**config.mk**
```make
export PLATFORM = sky130hd
export DESIGN_NAME = popcnt_pipe_flat
export DESIGN_NICKNAME = d
export VERILOG_FILES = /design/src/rtl/popcnt_pkg.sv /design/src/rtl/popcnt_if.sv /design/src/rtl/popcnt_lane.sv /design/src/rtl/popcnt_pipe.sv /design/src/flat_wrapper.sv
export SDC_FILE = /design/constraint.sdc
export NUM_CORES = 1
export LEC_CHECK = 0
export CORE_ASPECT_RATIO = 1.75
export CORE_MARGIN = 3
export CORE_UTILIZATION = 49
export DETAILED_ROUTE_END_ITERATION = 10
export PLACE_DENSITY = 0.77
export RECOVER_POWER = 50
export SLEW_MARGIN = 10
export SYNTH_ARGS = -nofsm -noshare
export SYNTH_HDL_FRONTEND = slang
export SYNTH_SLANG_ARGS = --single-unit
export TNS_END_PERCENT = 1
```
**constraint.sdc**
```tcl
create_clock -name clk -period 5.2 [get_ports clk]
set_input_delay 1.04 -clock clk [delete_from_list [all_inputs] [get_ports clk]]
set_output_delay 1.04 -clock clk [all_outputs]
set_load 0.02 [all_outputs]
```
**src/rtl/popcnt_pkg.sv**
```systemverilog
// Shared widths and configuration helpers for the pipelined population counter.
// All derived widths come from clog2 so odd WIDTH/LANE combinations size exactly.
package popcnt_pkg;

   localparam int WIDTH_DEF = 64;
   localparam int LANE_DEF  = 8;
   localparam int ACC_W_DEF = 16;

   function automatic int clog2(input int n);
      int r;
      r = 0;
      for (int v = n - 1; v > 0; v = v >> 1) r++;
      return r;
   endfunction

   // CW: width of a whole-word count; LW: width of one lane count
   function automatic int cw_of(input int width);
      return clog2(width + 1);
   endfunction

   function automatic int lw_of(input int lane);
      return clog2(lane + 1);
   endfunction

   function automatic bit cfg_ok(input int width, input int lane, input int acc_w);
      return (width > 0) && (lane > 0) && (width % lane == 0) && (acc_w >= cw_of(width));
   endfunction

endpackage

```
**src/rtl/popcnt_if.sv**
```systemverilog
// Word-in / result-out handshake bundle for popcnt_pipe.
// master drives words and out_ready; slave is the counting engine.
interface popcnt_if import popcnt_pkg::*; #(
   parameter int WIDTH = WIDTH_DEF,
   parameter int ACC_W = ACC_W_DEF
);
   localparam int CW = cw_of(WIDTH);

   logic             in_valid;
   logic             in_ready;
   logic [WIDTH-1:0] in_word;
   logic             in_last;
   logic             out_valid;
   logic             out_ready;
   logic [CW-1:0]    out_count;
   logic [ACC_W-1:0] out_total;
   logic             out_last;
   logic             out_sat;

   modport master (
      output in_valid, in_word, in_last, out_ready,
      input  in_ready, out_valid, out_count, out_total, out_last, out_sat
   );

   modport slave (
      input  in_valid, in_word, in_last, out_ready,
      output in_ready, out_valid, out_count, out_total, out_last, out_sat
   );
endinterface

```
**src/rtl/popcnt_lane.sv**
```systemverilog
// Combinational ones-count of one LANE-bit slice; no state, no handshake.
module popcnt_lane import popcnt_pkg::*; #(
   parameter int LANE = LANE_DEF,
   parameter int LW   = lw_of(LANE)
) (
   input  logic [LANE-1:0] bits,
   output logic [LW-1:0]   cnt
);
   always_comb begin
      cnt = '0;
      for (int i = 0; i < LANE; i++) cnt = cnt + LW'(bits[i]);
   end
endmodule

```
**src/rtl/popcnt_pipe.sv**
```systemverilog
// Two-stage popcount with saturating per-frame total; result 2 cycles after accept.
// Single global enable: out_valid & !out_ready freezes every stage and drops in_ready.
module popcnt_pipe import popcnt_pkg::*; #(
   parameter int WIDTH = WIDTH_DEF,
   parameter int LANE  = LANE_DEF,
   parameter int ACC_W = ACC_W_DEF
) (
   input  logic    clk,
   input  logic    rst_n,
   popcnt_if.slave bus
);
   localparam int NLANE = WIDTH / LANE;
   localparam int LW    = lw_of(LANE);
   localparam int CW    = cw_of(WIDTH);
   localparam int AW1   = ACC_W + 1;

   if (!cfg_ok(WIDTH, LANE, ACC_W)) begin : g_cfg_err
      $error("popcnt_pipe: WIDTH must be a multiple of LANE and ACC_W >= clog2(WIDTH+1)");
   end

   logic                     en;
   logic [NLANE-1:0][LW-1:0] lane_cnt;
   logic [NLANE-1:0][LW-1:0] s1_cnt;
   logic                     s1_vld;
   logic                     s1_last;
   logic [CW-1:0]            tree_sum;
   logic [ACC_W-1:0]         acc;
   logic [ACC_W-1:0]         acc_next;
   logic [ACC_W:0]           acc_sum;
   logic                     sat;
   logic                     sat_next;
   logic                     out_vld_q;
   logic [CW-1:0]            out_count_q;
   logic [ACC_W-1:0]         out_total_q;
   logic                     out_last_q;
   logic                     out_sat_q;

   assign en           = !out_vld_q || bus.out_ready;
   assign bus.in_ready = en;

   for (genvar g = 0; g < NLANE; g++) begin : g_lane
      popcnt_lane #(.LANE(LANE), .LW(LW)) u_lane (
         .bits (bus.in_word[g*LANE +: LANE]),
         .cnt  (lane_cnt[g])
      );
   end

   always_comb begin
      tree_sum = '0;
      for (int i = 0; i < NLANE; i++) tree_sum = tree_sum + CW'(s1_cnt[i]);
   end

   // One extra bit catches the overflow that pins the total and sets the sticky flag
   assign acc_sum  = {1'b0, acc} + AW1'(tree_sum);
   assign acc_next = acc_sum[ACC_W] ? {ACC_W{1'b1}} : acc_sum[ACC_W-1:0];
   assign sat_next = sat | acc_sum[ACC_W];

   always_ff @(posedge clk or negedge rst_n) begin
      if (!rst_n) begin
         s1_vld      <= 1'b0;
         s1_last     <= 1'b0;
         s1_cnt      <= '0;
         out_vld_q   <= 1'b0;
         out_count_q <= '0;
         out_total_q <= '0;
         out_last_q  <= 1'b0;
         out_sat_q   <= 1'b0;
         acc         <= '0;
         sat         <= 1'b0;
      end else if (en) begin
         s1_vld    <= bus.in_valid;
         s1_last   <= bus.in_last;
         s1_cnt    <= lane_cnt;
         out_vld_q <= s1_vld;
         if (s1_vld) begin
            out_count_q <= tree_sum;
            out_total_q <= acc_next;
            out_last_q  <= s1_last;
            out_sat_q   <= sat_next;
            acc         <= s1_last ? '0 : acc_next;
            sat         <= s1_last ? 1'b0 : sat_next;
         end
      end
   end

   assign bus.out_valid = out_vld_q;
   assign bus.out_count = out_count_q;
   assign bus.out_total = out_total_q;
   assign bus.out_last  = out_last_q;
   assign bus.out_sat   = out_sat_q;

endmodule

```
**src/flat_wrapper.sv**
```systemverilog
// flat-port wrapper written by rule: the top's interface ports become plain ports
module popcnt_pipe_flat import popcnt_pkg::*;
#(
   parameter int WIDTH = WIDTH_DEF,
   parameter int LANE  = LANE_DEF,
   parameter int ACC_W = ACC_W_DEF
)
  (clk, rst_n, bus_in_valid, bus_in_word, bus_in_last, bus_out_ready, bus_in_ready, bus_out_valid, bus_out_count, bus_out_total, bus_out_last, bus_out_sat);
  popcnt_if #(.WIDTH(WIDTH), .ACC_W(ACC_W)) bus_i ();
  input  logic clk;
  input  logic rst_n;
  input wire logic [$bits(bus_i.in_valid)-1:0] bus_in_valid;
  input wire logic [$bits(bus_i.in_word)-1:0] bus_in_word;
  input wire logic [$bits(bus_i.in_last)-1:0] bus_in_last;
  input wire logic [$bits(bus_i.out_ready)-1:0] bus_out_ready;
  output wire logic [$bits(bus_i.in_ready)-1:0] bus_in_ready;
  output wire logic [$bits(bus_i.out_valid)-1:0] bus_out_valid;
  output wire logic [$bits(bus_i.out_count)-1:0] bus_out_count;
  output wire logic [$bits(bus_i.out_total)-1:0] bus_out_total;
  output wire logic [$bits(bus_i.out_last)-1:0] bus_out_last;
  output wire logic [$bits(bus_i.out_sat)-1:0] bus_out_sat;
  assign bus_i.in_valid = bus_in_valid;
  assign bus_i.in_word = bus_in_word;
  assign bus_i.in_last = bus_in_last;
  assign bus_i.out_ready = bus_out_ready;
  assign bus_in_ready = bus_i.in_ready;
  assign bus_out_valid = bus_i.out_valid;
  assign bus_out_count = bus_i.out_count;
  assign bus_out_total = bus_i.out_total;
  assign bus_out_last = bus_i.out_last;
  assign bus_out_sat = bus_i.out_sat;
  popcnt_pipe #(.WIDTH(WIDTH), .LANE(LANE), .ACC_W(ACC_W)) u_core (.clk(clk), .rst_n(rst_n), .bus(bus_i));
endmodule
```
* After elaboration in Yosys (flattened, before gate mapping)
Index checks and enable logic that the tools add are counted.
** Word-level totals
- Register bits after elaboration :: 77
- Input bits :: 69
- Logic and storage cells :: 88
** Operators by class
- Add/subtract/negate cells :: 64
- Mux-type cells :: 3
- Bitwise operators :: 1
- Reductions and logical operators :: 3
** Operators with widths (count)
- 4-bit by 1-bit adder with 4-bit output :: 32
- 7-bit by 4-bit adder with 7-bit output :: 6
- 3-bit by 1-bit adder with 4-bit output :: 8
- 16-bit two-way mux :: 2
- 2-bit by 1-bit adder with 3-bit output :: 8
- 16-bit by 7-bit adder with 17-bit output :: 1
- 1-bit by 1-bit adder with 2-bit output :: 8
- 4-bit by 4-bit adder with 5-bit output :: 1
- 2-bit AND reduction :: 1
- 1-bit zero test :: 1
- 1-bit logical OR :: 1
- 1-bit two-way mux :: 1
- 1-bit OR :: 1

* Depth between registers and ports, before layout
Gate-level depths: netlist of the first run.
- Word-level depth :: 10
- Gate-level depth with buffers :: 23

* Hierarchy
From an unflattened synthesis of the first run, not the netlist that was laid out.
** Second synthesis, totals
- Cell total of the unflattened synthesis :: 608
- Area, all modules :: 5800.6 um2
** Modules (own cells, without submodules)
- popcnt_pipe :: instances 1, cells each 432, area each 4259.1 um2, sequential area each 1926.8 um2
- popcnt_lane :: instances 8, cells each 22, area each 192.7 um2, sequential area each 0.0 um2

* Worst setup path after synthesis of the first run
No wires, ideal clock.
- Path kind :: flip-flop to flip-flop
- Start point :: register u_core.s1_cnt[0] (netlist bit)
- End point :: register u_core.acc[15]
- Setup time :: 111 ps
- Arrival :: 5356 ps
- Required time :: 5089 ps
- Setup slack :: -268 ps
- Stages on the path, launching flop included :: 23
- Buffers on the path :: 0
- Clock period less this slack :: 5468 ps
- Path through :: dfrtp_1 -> ha_1 -> inv_1 -> fa_1 -> xnor2_1 -> fa_1 -> inv_1 -> fa_1 -> fa_1 -> inv_1 -> fa_1 -> inv_1 -> fa_1 -> inv_1 -> a21o_1 -> a21oi_1 -> xnor2_1 -> ha_1 -> o211ai_1 -> o21a_1 -> nor4b_4 -> nor4_1 -> a2111oi_2
** Between the ends
- Longest elaborated chain between the ends :: 10
** Ends and longest elaborated chain
- from (decl) :: line popcnt_pipe.sv:23 : logic [NLANE-1:0][LW-1:0] s1_cnt;
- from (signal assigned) :: line popcnt_pipe.sv:73 : s1_cnt <= lane_cnt;
- 4-bit by 4-bit adder with 5-bit output :: line popcnt_pipe.sv:50 : for (int i = 0; i < NLANE; i++) tree_sum = tree_sum + CW'(s1_cnt[i]);
- 7-bit by 4-bit adder with 7-bit output (6 in a row) :: line popcnt_pipe.sv:50
- net u_core.tree_sum[5] :: line popcnt_pipe.sv:26 : logic [CW-1:0] tree_sum;
- 16-bit by 7-bit adder with 17-bit output :: line popcnt_pipe.sv:54 : assign acc_sum = {1'b0, acc} + AW1'(tree_sum);
- 16-bit two-way mux :: line popcnt_pipe.sv:55 : assign acc_next = acc_sum[ACC_W] ? {ACC_W{1'b1}} : acc_sum[ACC_W-1:0];
- 16-bit two-way mux :: line popcnt_pipe.sv:80 : acc <= s1_last ? '0 : acc_next;
- to (signal assigned) :: line popcnt_pipe.sv:80
- to (decl) :: line popcnt_pipe.sv:27 : logic [ACC_W-1:0] acc;
The timed path passes the listed nets, and every way through them passes these cells.
A chain may end at the register's enable or synchronous reset.

* Worst setup path in the final report of the first run
- Start point :: register u_core.s1_cnt[0] (netlist bit)
- End point :: register u_core.acc[9]
Same word-level chain as after synthesis.

==> run summary, run 1 <==
The fraction of synthesized cell area in xor and xnor cells was 0.0354. Number of fill cells: 889. The run gives -0.254 as the worst slew margin relative to its limit.

Routability-driven placement finished with a final weighted congestion of 0.951. Among all flip-flop cells after synthesis, the most frequent one is sky130_fd_sc_hd__dfrtp_1. In this run the most critical hold path is launched from u_core.s1_cnt[28]$_DFFE_PN0N_. The tools report the worst clock skew as 0.00513 ns. The worst register-to-register path ends at u_core.acc[9]$_DFFE_PN0P_. The post-synth design cell area is 5690 sq um, and the remaining number of nets flagged by the antenna check after routing is 0.

The count of warnings emitted by yosys was 0; the remaining global-route overflow was 0. The die covers 13000 sq um. For this block, the routed nets add up to 12500 microns of wire. The later pin in the worst-skew pair is clocked with a latency of 0.34 ns. The number of global-route vias before repair came out at 4816. The adder-cell area share of the yosys netlist works out to 0.284.

Setup repair after global routing could not meet its margin everywhere. The combinational family with the most area after synthesis was adder cells. In this run, post-CTS hold repair placed 0 buffers. Complex-gate fraction of the synthesized area: 0.132.

Measured along the y axis, the die boundary spans 149 microns. For the core area, the log shows 11200 sq um. The tools report the net count after synthesis as 761. The number of antenna violations at the first check in global routing was 0; the post-synthesis register bit count was 77. In the final design database the tool counted 876 nets.

The final reports fail on capacitance limit, slew limit, setup timing. The flow ran to the end, but the final reports show violations. The logs give 5.79 ns for the arrival time at the worst endpoint and -0.32 ns for the worst setup slack for register-to-register paths. The ratio of routed vias to standard cells came out at 5.31.

The tools report the detailed route wirelength on metal2 as 7270 microns. The TritonCTS sink count was 77. By startpoint and endpoint, the worst setup path is classified as reg2reg.

The biggest area consumer among synthesized cells is sky130_fd_sc_hd__dfrtp_1. In this run the tool buffered the top-level ports with 95 buffer cells. The unique cell type count in the Yosys netlist came out at 46. The antenna diode instance count was 0; the number of cells produced by synthesis was 594.

Count of final max-slew check failures: 78. The kind of start point of the critical path was a flop. Share of synthesized flip-flops with an asynchronous set or reset: 1.00. Counting I/O delays and the setup requirement, the final critical path takes 5.52 ns.

After the first detailed-routing iteration, the DRC count stood at 99. The endpoint kind of the worst setup timing path is a flop. The worst hold margin came out at 0.479 ns.

Worst-path maximum fanout: 6. The worst hold path terminates at u_core.s1_cnt[28]$_DFFE_PN0N_. The area fraction in and, or, nand and nor cells after synthesis is 0.111, and the sum of negative setup slack is -7.12 ns. Setup violations remaining at the end of the flow were counted as 34. The routed wire length per instance works out to 14.7 microns. The run gives 9990 microns as the placed wire-length estimate. The area growth from synthesis to final layout is 27.9%. The wire length of the first global-routing pass is 21400 microns, and the post-synthesis mux area share is 0.00594. In the detailed route, the total length drawn on met3 is 438 microns. After detailed routing, the wire length on met1 is 4380 microns.

The final worst slack is -0.317 ns, and the share of cells above drive strength 1 is 0.104. Along the worst hold path, the cell count comes to 2. The number of enable-type register cells in the synthesized netlist is 0, and the number of endpoints with negative hold slack in the final report is 0.

The remaining routing DRC violations was 0. The first detailed-routing pass took 4 iterations. The CTS buffer count was 9. The logs give 0.207 for the global-route total usage across every layer and 78 for the maximum number of pins on one net before global-route repair. For the worst-case clock buffer depth, the log shows 2. The depth of the worst register-to-register path was 21. The portion of the post-synthesis area used by sequential elements is 0.339, and the final period utilization is 1.06.

The source of the worst register-to-register timing path is u_core.s1_cnt[0]$_DFFE_PN0N_. Timing would allow up to 181 MHz. Initial cell density of the core: 0.507. For this design the top-level I/O count stands at 96. Area share of the largest cell type after synthesis: 0.339. In this run the horizontal extent of the chip is 87.5 microns. The clock transition time at the flip-flop clock pins of the worst setup and hold paths came out at 0.06 ns. After synthesis, the cell types taking the most area are sky130_fd_sc_hd__dfrtp_1 (34%), sky130_fd_sc_hd__fa_1 (18%), sky130_fd_sc_hd__ha_1 (10%).

The CTS root buffer was sky130_fd_sc_hd__clkbuf_16. The max-cap check violation count is 1. The per-instance average area after synthesis works out to 9.58 sq um. TritonCTS built the clock tree.

The data required time at the worst endpoint was 5.47 ns. The path class of the tightest hold or removal check is reg2reg. CTS built an H-tree with a depth of 3.

The measured slew at the worst slew-check pin was 1.88 ns. Routed signal wires occupy layers up through met4. The floorplan has 51 rows. The tools report the total via count after detailed routing as 4493.
-- area by class of cell --
cell class / count / area, sq um / area share
well taps: 132 / 165 / 0.0227
repair buffers: 124 / 1160 / 0.160
flip-flops and latches: 77 / 1930 / 0.265
clock buffers: 12 / 246 / 0.0339
multi-input cells: 382 / 3300 / 0.453
clock inverters: 4 / 47.5 / 0.00653
inverters: 115 / 432 / 0.0593
-- state kept, by name (all words and copies together), names as in the netlist --
name                  flops
u_core.acc               16
u_core.bus.out_count      7
u_core.bus.out_last       1
u_core.bus.out_sat        1
u_core.bus.out_total     16
u_core.bus.out_valid      1
u_core.s1_cnt            32
u_core.s1_last            1
u_core.s1_vld             1
u_core.sat                1
-- metal layers --
layer  track usage  vias to the layer above
li1              -                     2135
met1         0.215                     2195
met2         0.397                      125
met3        0.0366                       38
met4        0.0760                        0
met5             0                        -
-- cell usage after synthesis (2+ instances only) --
cell,number
sky130_fd_sc_hd__nand2_1,73
sky130_fd_sc_hd__a41o_1,3
sky130_fd_sc_hd__mux2_2,3
sky130_fd_sc_hd__nor4b_4,2
sky130_fd_sc_hd__buf_2,6
sky130_fd_sc_hd__nor2b_1,2
sky130_fd_sc_hd__clkbuf_1,11
sky130_fd_sc_hd__xnor2_1,9
sky130_fd_sc_hd__nor4_1,3
sky130_fd_sc_hd__xor2_1,14
sky130_fd_sc_hd__nor3_1,8
sky130_fd_sc_hd__o31ai_1,4
sky130_fd_sc_hd__a2111oi_2,2
sky130_fd_sc_hd__o22ai_1,2
sky130_fd_sc_hd__a21oi_1,37
sky130_fd_sc_hd__dfrtp_1,77
sky130_fd_sc_hd__nand2b_1,5
sky130_fd_sc_hd__nor2_1,39
sky130_fd_sc_hd__a21o_1,3
sky130_fd_sc_hd__inv_1,115
sky130_fd_sc_hd__ha_1,46
sky130_fd_sc_hd__o21ai_0,30
sky130_fd_sc_hd__a31oi_1,13
sky130_fd_sc_hd__o211ai_1,2
sky130_fd_sc_hd__and2_1,3
sky130_fd_sc_hd__a211oi_1,3
sky130_fd_sc_hd__o21ai_1,9
sky130_fd_sc_hd__fa_1,52
-- repair_timing --
action	CTS	global route
hold endpoints to repair	0	0
resized for setup	2	1
pin swaps	8	2
buffers inserted	3	0
endpoints found under the setup margin	34	34
-- cells by family after synthesis --
| group | count (synthesis) |
|---|---|
| compound gates | 118 |
| xor+xnor | 23 |
| fa+ha+maj | 98 |
| buf+inv | 135 |
| flops | 77 |
| mux | 3 |
| simple gates | 140 |
-- cells in the final DEF, fill, tap and decap left out, drive strengths merged, types with 3 or more instances in the layout --
cell / netlist / layout
inv: 115 / 115
a211oi: 4 / 4
xor2: 14 / 14
and2: 4 / 4
o31ai: 4 / 4
a21oi: 37 / 37
nand2b: 5 / 5
ha: 46 / 46
fa: 52 / 52
clkdlybuf4s50: 0 / 94
xnor2: 9 / 9
a41o: 3 / 3
a2111oi: 3 / 3
dfrtp: 77 / 77
a21o: 3 / 3
o21ai: 40 / 40
o211ai: 3 / 3
nor3: 8 / 8
clkbuf: 12 / 13
a31oi: 13 / 13
mux2: 3 / 3
buf: 8 / 29
nor4: 3 / 3
nand2: 74 / 74
nor2: 39 / 39
-- worst max-delay path by stage --
| stage | from | to | slack, ns | depth (start not counted) |
|---|---|---|---|---|
| 2_1_floorplan | u_core.s1_cnt[4]$_DFFE_PN0N_ | u_core.acc[11]$_DFFE_PN0P_ | -0.003 | 22 |
| 3_3_place_gp | u_core.s1_cnt[4]$_DFFE_PN0N_ | u_core.bus.out_total[15]$_DFFE_PN0P_ | -0.20 | 20 |
| 3_5_place_dp | u_core.s1_cnt[0]$_DFFE_PN0N_ | u_core.acc[15]$_DFFE_PN0P_ | -0.37 | 20 |
| 4_1_cts | u_core.s1_cnt[0]$_DFFE_PN0N_ | u_core.acc[15]$_DFFE_PN0P_ | -0.30 | 21 |
| 5_1_grt | u_core.s1_cnt[0]$_DFFE_PN0N_ | u_core.acc[15]$_DFFE_PN0P_ | -0.56 | 21 |
| 6_report | u_core.s1_cnt[0]$_DFFE_PN0N_ | u_core.acc[9]$_DFFE_PN0P_ | -0.32 | 21 |
-- worst max-delay path: stages (launching register included) --
cell                       delay, ns
sky130_fd_sc_hd__dfrtp_1        0.36
sky130_fd_sc_hd__ha_2           0.20
sky130_fd_sc_hd__inv_2          0.04
sky130_fd_sc_hd__fa_2           0.38
sky130_fd_sc_hd__xnor2_2        0.15
sky130_fd_sc_hd__fa_1           0.48
sky130_fd_sc_hd__inv_1          0.05
sky130_fd_sc_hd__fa_1           0.46
sky130_fd_sc_hd__fa_1           0.49
sky130_fd_sc_hd__inv_1          0.05
sky130_fd_sc_hd__fa_1           0.46
sky130_fd_sc_hd__ha_1           0.33
sky130_fd_sc_hd__a211oi_2       0.20
sky130_fd_sc_hd__o21bai_1       0.08
sky130_fd_sc_hd__a21oi_1        0.16
sky130_fd_sc_hd__xnor2_1        0.18
sky130_fd_sc_hd__ha_2           0.32
sky130_fd_sc_hd__o211ai_4       0.14
sky130_fd_sc_hd__nor4b_4        0.32
sky130_fd_sc_hd__nand2_2        0.14
sky130_fd_sc_hd__a31oi_1        0.27
sky130_fd_sc_hd__o22a_1         0.19
-- stage by stage --
stage	cells	setup slack, ns	area, sq um	utilization
CTS	846	-0.304	7280	0.648
global route	846	-0.564	7280	0.648
global placement	827	-0.202	6960	0.620
finish	846	-0.317	7280	0.648
floorplan	594	-0.00255	5750	-
detailed placement	827	-0.370	6960	0.620
Power of run 1 is left out: the tool's default activity adds up to more than one toggle a clock period on the data nets, which glitch-free logic cannot reach.
==> run 2: changes to the inputs <==
--- a/config.mk
+++ b/config.mk
@@ -5,6 +5,7 @@
 export SDC_FILE = /design/constraint.sdc
 export NUM_CORES = 1
 export LEC_CHECK = 0
+export ABC_AREA = 1
 export CORE_ASPECT_RATIO = 1.75
 export CORE_MARGIN = 3
 export CORE_UTILIZATION = 49
==> run 2 against run 1 <==
  * Area after synthesis rose by 1.3%
  * Setup slack better by 0.10 ns
  * Global-route usage is 2.2 points higher
  * Critical path depth increased by 3
  * Die area increased by 1.2%
  * Final cell count rose by 11%
  * Critical endpoint is now u_core.acc[8]$_DFFE_PN0P_
  * Clock-buffer cell count shrank 2
  * Utilization is 3.2 points higher
  * Wire length up 13%
  * The flow still finishes with violations (capacitance limit, slew limit, setup timing)
  * Cell area up 5.5%
  * Critical path type unchanged
  * First-iteration DRC count grew 28%
  * Non-clock buffer count up 8
==> run summary, run 2 <==
The flow ran to the end, but the final reports show violations. The final reports fail on capacitance limit, slew limit, setup timing. The logs give 0 for the antenna diode instance count and 51 for the number of core rows. TritonCTS sink count: 77. STA classifies the critical path endpoint as a flop. The congestion estimate from routability-driven global placement came to 0.939. The run gives 7670 sq um as the post-route cell area. Leaving out fill and tap cells, the most frequent cell in the layout is sky130_fd_sc_hd__nand2_1. The run gives -0.607 ns as the pre-CTS setup slack. Summing all placed instances gives a cell area of 7010 sq um.

The measured slew at the worst slew-check pin was 1.87 ns; the total area of sequential cells was 1930 sq um. The top cell types in the final layout, fill and taps aside, are sky130_fd_sc_hd__nand2_1 (181), sky130_fd_sc_hd__inv_1 (136), sky130_fd_sc_hd__clkdlybuf4s50_1 (94), sky130_fd_sc_hd__dfrtp_1 (77), sky130_fd_sc_hd__fa_1 (47). Data on the critical path arrives at its endpoint at 5.64 ns. Total via count after detailed routing: 4766. The routed wire length per instance was 15.0 microns; the final wirelength was 14100 microns. TritonCTS built the clock tree. Compared with the post-synthesis result, the final layout area differs by 33.2%. The run gives 0 as the number of endpoints with negative hold slack in the final report. The run gives 0 as the remaining global-route overflow. Category of the most critical setup path: reg2reg.

Port buffering added 95 buffers. The share of cells above drive strength 1 came out at 0.152. The flip-flop count of the largest register, all copies and words added was 32; the post-synth design cell area was 5760 sq um. The run gives 841 as the net count after synthesis. Setup repair after global routing could not meet its margin everywhere. Yosys attributes the largest share of cell area to sky130_fd_sc_hd__dfrtp_1 (33%), sky130_fd_sc_hd__fa_1 (18%), sky130_fd_sc_hd__nand2_1 (12%).

The portion of the post-synthesis area used by sequential elements is 0.334. The run gives 969 as the final layout net count. The synthesized design contains 77 register bits.

The commonest cells after synthesis are sky130_fd_sc_hd__nand2_1 (191), sky130_fd_sc_hd__inv_1 (141), sky130_fd_sc_hd__dfrtp_1 (77), sky130_fd_sc_hd__fa_1 (52), sky130_fd_sc_hd__ha_1 (46). u_core.s1_cnt holds more flip-flops than any other register. The worst-path maximum fanout is 5, and the number of antenna violations at the first check in global routing is 0. The per-instance average area after synthesis is 8.55 sq um. The area share of the largest cell type after synthesis was 0.334. Hold repair after CTS inserted 0 buffers.

The clock tree synthesis step divided the H-tree into 3 levels. In this run the clock root is driven by a sky130_fd_sc_hd__clkbuf_16. The first global-routing pass estimated 23200 microns of wire.

The number of fill cells came out at 880. On the critical path, the stage with the largest delay is an instance of sky130_fd_sc_hd__fa_2. The first detailed-routing pass took 4 iterations. For the worst slew margin relative to its limit, the log shows -0.245.

The clock passes through at most 2 buffers. The signal on the critical path passes through ha_4, inv_2, fa_2, xnor2_2, fa_2, inv_2, fa_2, fa_1, inv_1, fa_1, inv_1, fa_2, o21ai_4, xor2_2, ha_4, a21oi_2, o21ai_2, inv_1, nand2_4, buf_6, nand2_2, nand3_2, nand3_2, nand2_1. Summing all multi-input logic gate instances after layout gives 3490 sq um. The logs give -0.217 ns for the final worst slack and 0.510 for the initial cell density of the core. The biggest area consumer among synthesized cells is sky130_fd_sc_hd__dfrtp_1.

The tightest min-delay check is of the reg2reg type. For the worst clock skew, the log shows 0.00610 ns. Counting I/O delays and the setup requirement, the final critical path takes 5.42 ns. Synthesis instantiated 32 different standard cells from the library. The worst setup path is launched from a flop.

The run gives 96 as the number of placed I/O pins. In this design, the critical path's most frequently occurring cell is sky130_fd_sc_hd__fa_2. The prevailing post-synth register cell was sky130_fd_sc_hd__dfrtp_1. Using the TritonRoute via totals, the vias-per-cell ratio works out to 5.08. For this run, design rule violations remaining after detail routing come to 0.

The logs give 0.229 for the global-route total usage across every layer and 0 for the count of warnings emitted by yosys. Once detail routing completed, the nets flagged for antenna violations numbered 0. The HPWL after detailed placement is 10800 microns. The floorplan step set the die width to 88.0 microns. The chip height is 149 microns, and the count of final max-slew check failures is 78. Entering global routing, the biggest net connects 78 pins. The run gives 127 as the number of design-rule violations left by the first detailed-router iteration. The most instantiated library cell after synthesis was sky130_fd_sc_hd__nand2_1. The number of enable-type register cells in the synthesized netlist was 0; the CTS buffer count was 9. The die covers 13100 sq um. The core region is 11300 sq um. Setup violations remaining at the end of the flow were counted as 34. The share of synthesized flip-flops with an asynchronous set or reset works out to 1.00. The maximum single-stage delay on the critical path was 0.53 ns; the maximum clock frequency was 185 MHz.

The number of cells produced by synthesis was 674. After clock tree synthesis, the clock-pin slew on the worst setup and hold paths is 0.06 ns. The data required time at the worst endpoint was 5.43 ns; the max-cap check violation count was 1.

For the clock insertion delay at the later pin of the skew report, the log shows 0.34 ns. The final period utilization is 1.04. The number of global-route vias before repair came out at 5152.
[run 2: timing repair]
item / in CTS / in global routing
gates cloned: 0 / 1
pin swaps: 24 / 19
hold endpoints to repair: 0 / 0
buffers inserted: 8 / 3
setup endpoints to repair: 34 / 34
resized for setup: 24 / 29
[run 2: logic make-up (layout without fill, tap and decap cells)]
logic type      Yosys count  after routing  synth area share
compound gates           61             61            0.0549
xor+xnor                 19             19            0.0289
fa+ha+maj                98             98             0.281
buf+inv                 160            292             0.107
flops                    77             77             0.334
simple gates            259            260             0.194
[run 2: layout make-up]
type                            instances  area share
Timing Repair Buffer                  132       0.160
Clock inverter                          6      0.0112
Inverter                              144      0.0704
Multi-Input combinational cell        438       0.454
Clock buffer                           10      0.0311
Tap cell                              132      0.0215
Sequential cell                        77       0.251
[run 2: path summary, 6_finish.rpt]
path / start / end / slack [ns] / depth (start not counted)
setup / recovery: u_core.s1_cnt[0]$_DFFE_PN0N_ / u_core.acc[8]$_DFFE_PN0P_ / -0.22 / 24
hold / removal: u_core.s1_last$_DFFE_PN0N_ / u_core.acc[12]$_DFFE_PN0P_ / 0.44 / 1
setup reg to reg: u_core.s1_cnt[0]$_DFFE_PN0N_ / u_core.acc[8]$_DFFE_PN0P_ / -0.22 / 24
hold reg to reg: u_core.s1_last$_DFFE_PN0N_ / u_core.acc[12]$_DFFE_PN0P_ / 0.44 / 1
max in group asynchronous: rst_n / u_core.acc[6]$_DFFE_PN0P_ / 2.88 / 1
min in group asynchronous: rst_n / u_core.bus.out_total[5]$_DFFE_PN0P_ / 1.22 / 1
[run 2: per-layer routing]
metal	global-route usage	vias to the layer above	share of wire	routed length [microns]
met5	0	-	0	0
met3	0.0369	44	0.030	428
met1	0.218	2310	0.33	4600
li1	-	2298	-	-
met2	0.454	114	0.60	8480
met4	0.104	0	0.041	575
[run 2: through the flow]
| step | hold slack, ns | std cells | util | TNS (ns) |
|---|---|---|---|---|
| 2_1_floorplan | 0.432 | 674 | - | 0 |
| 3_3_place_gp | 0.448 | 911 | 0.620 | -15.38 |
| 3_5_place_dp | 0.451 | 911 | 0.620 | -18.30 |
| 4_1_cts | 0.442 | 935 | 0.666 | -4.26 |
| 5_1_grt | 0.496 | 939 | 0.680 | -11.62 |
| 6_report | 0.441 | 939 | 0.680 | -5.05 |
[run 2: worst max-delay path: cells and delay by family, from the launching register on]
kind | cells | cell delay [ns]
flops | 1 | 0.42
buf+inv | 6 | 0.43
fa+ha+maj | 8 | 3.17
simple gates | 5 | 0.40
xor+xnor | 2 | 0.40
compound gates | 3 | 0.47
Power of run 2 is left out for the same reason.
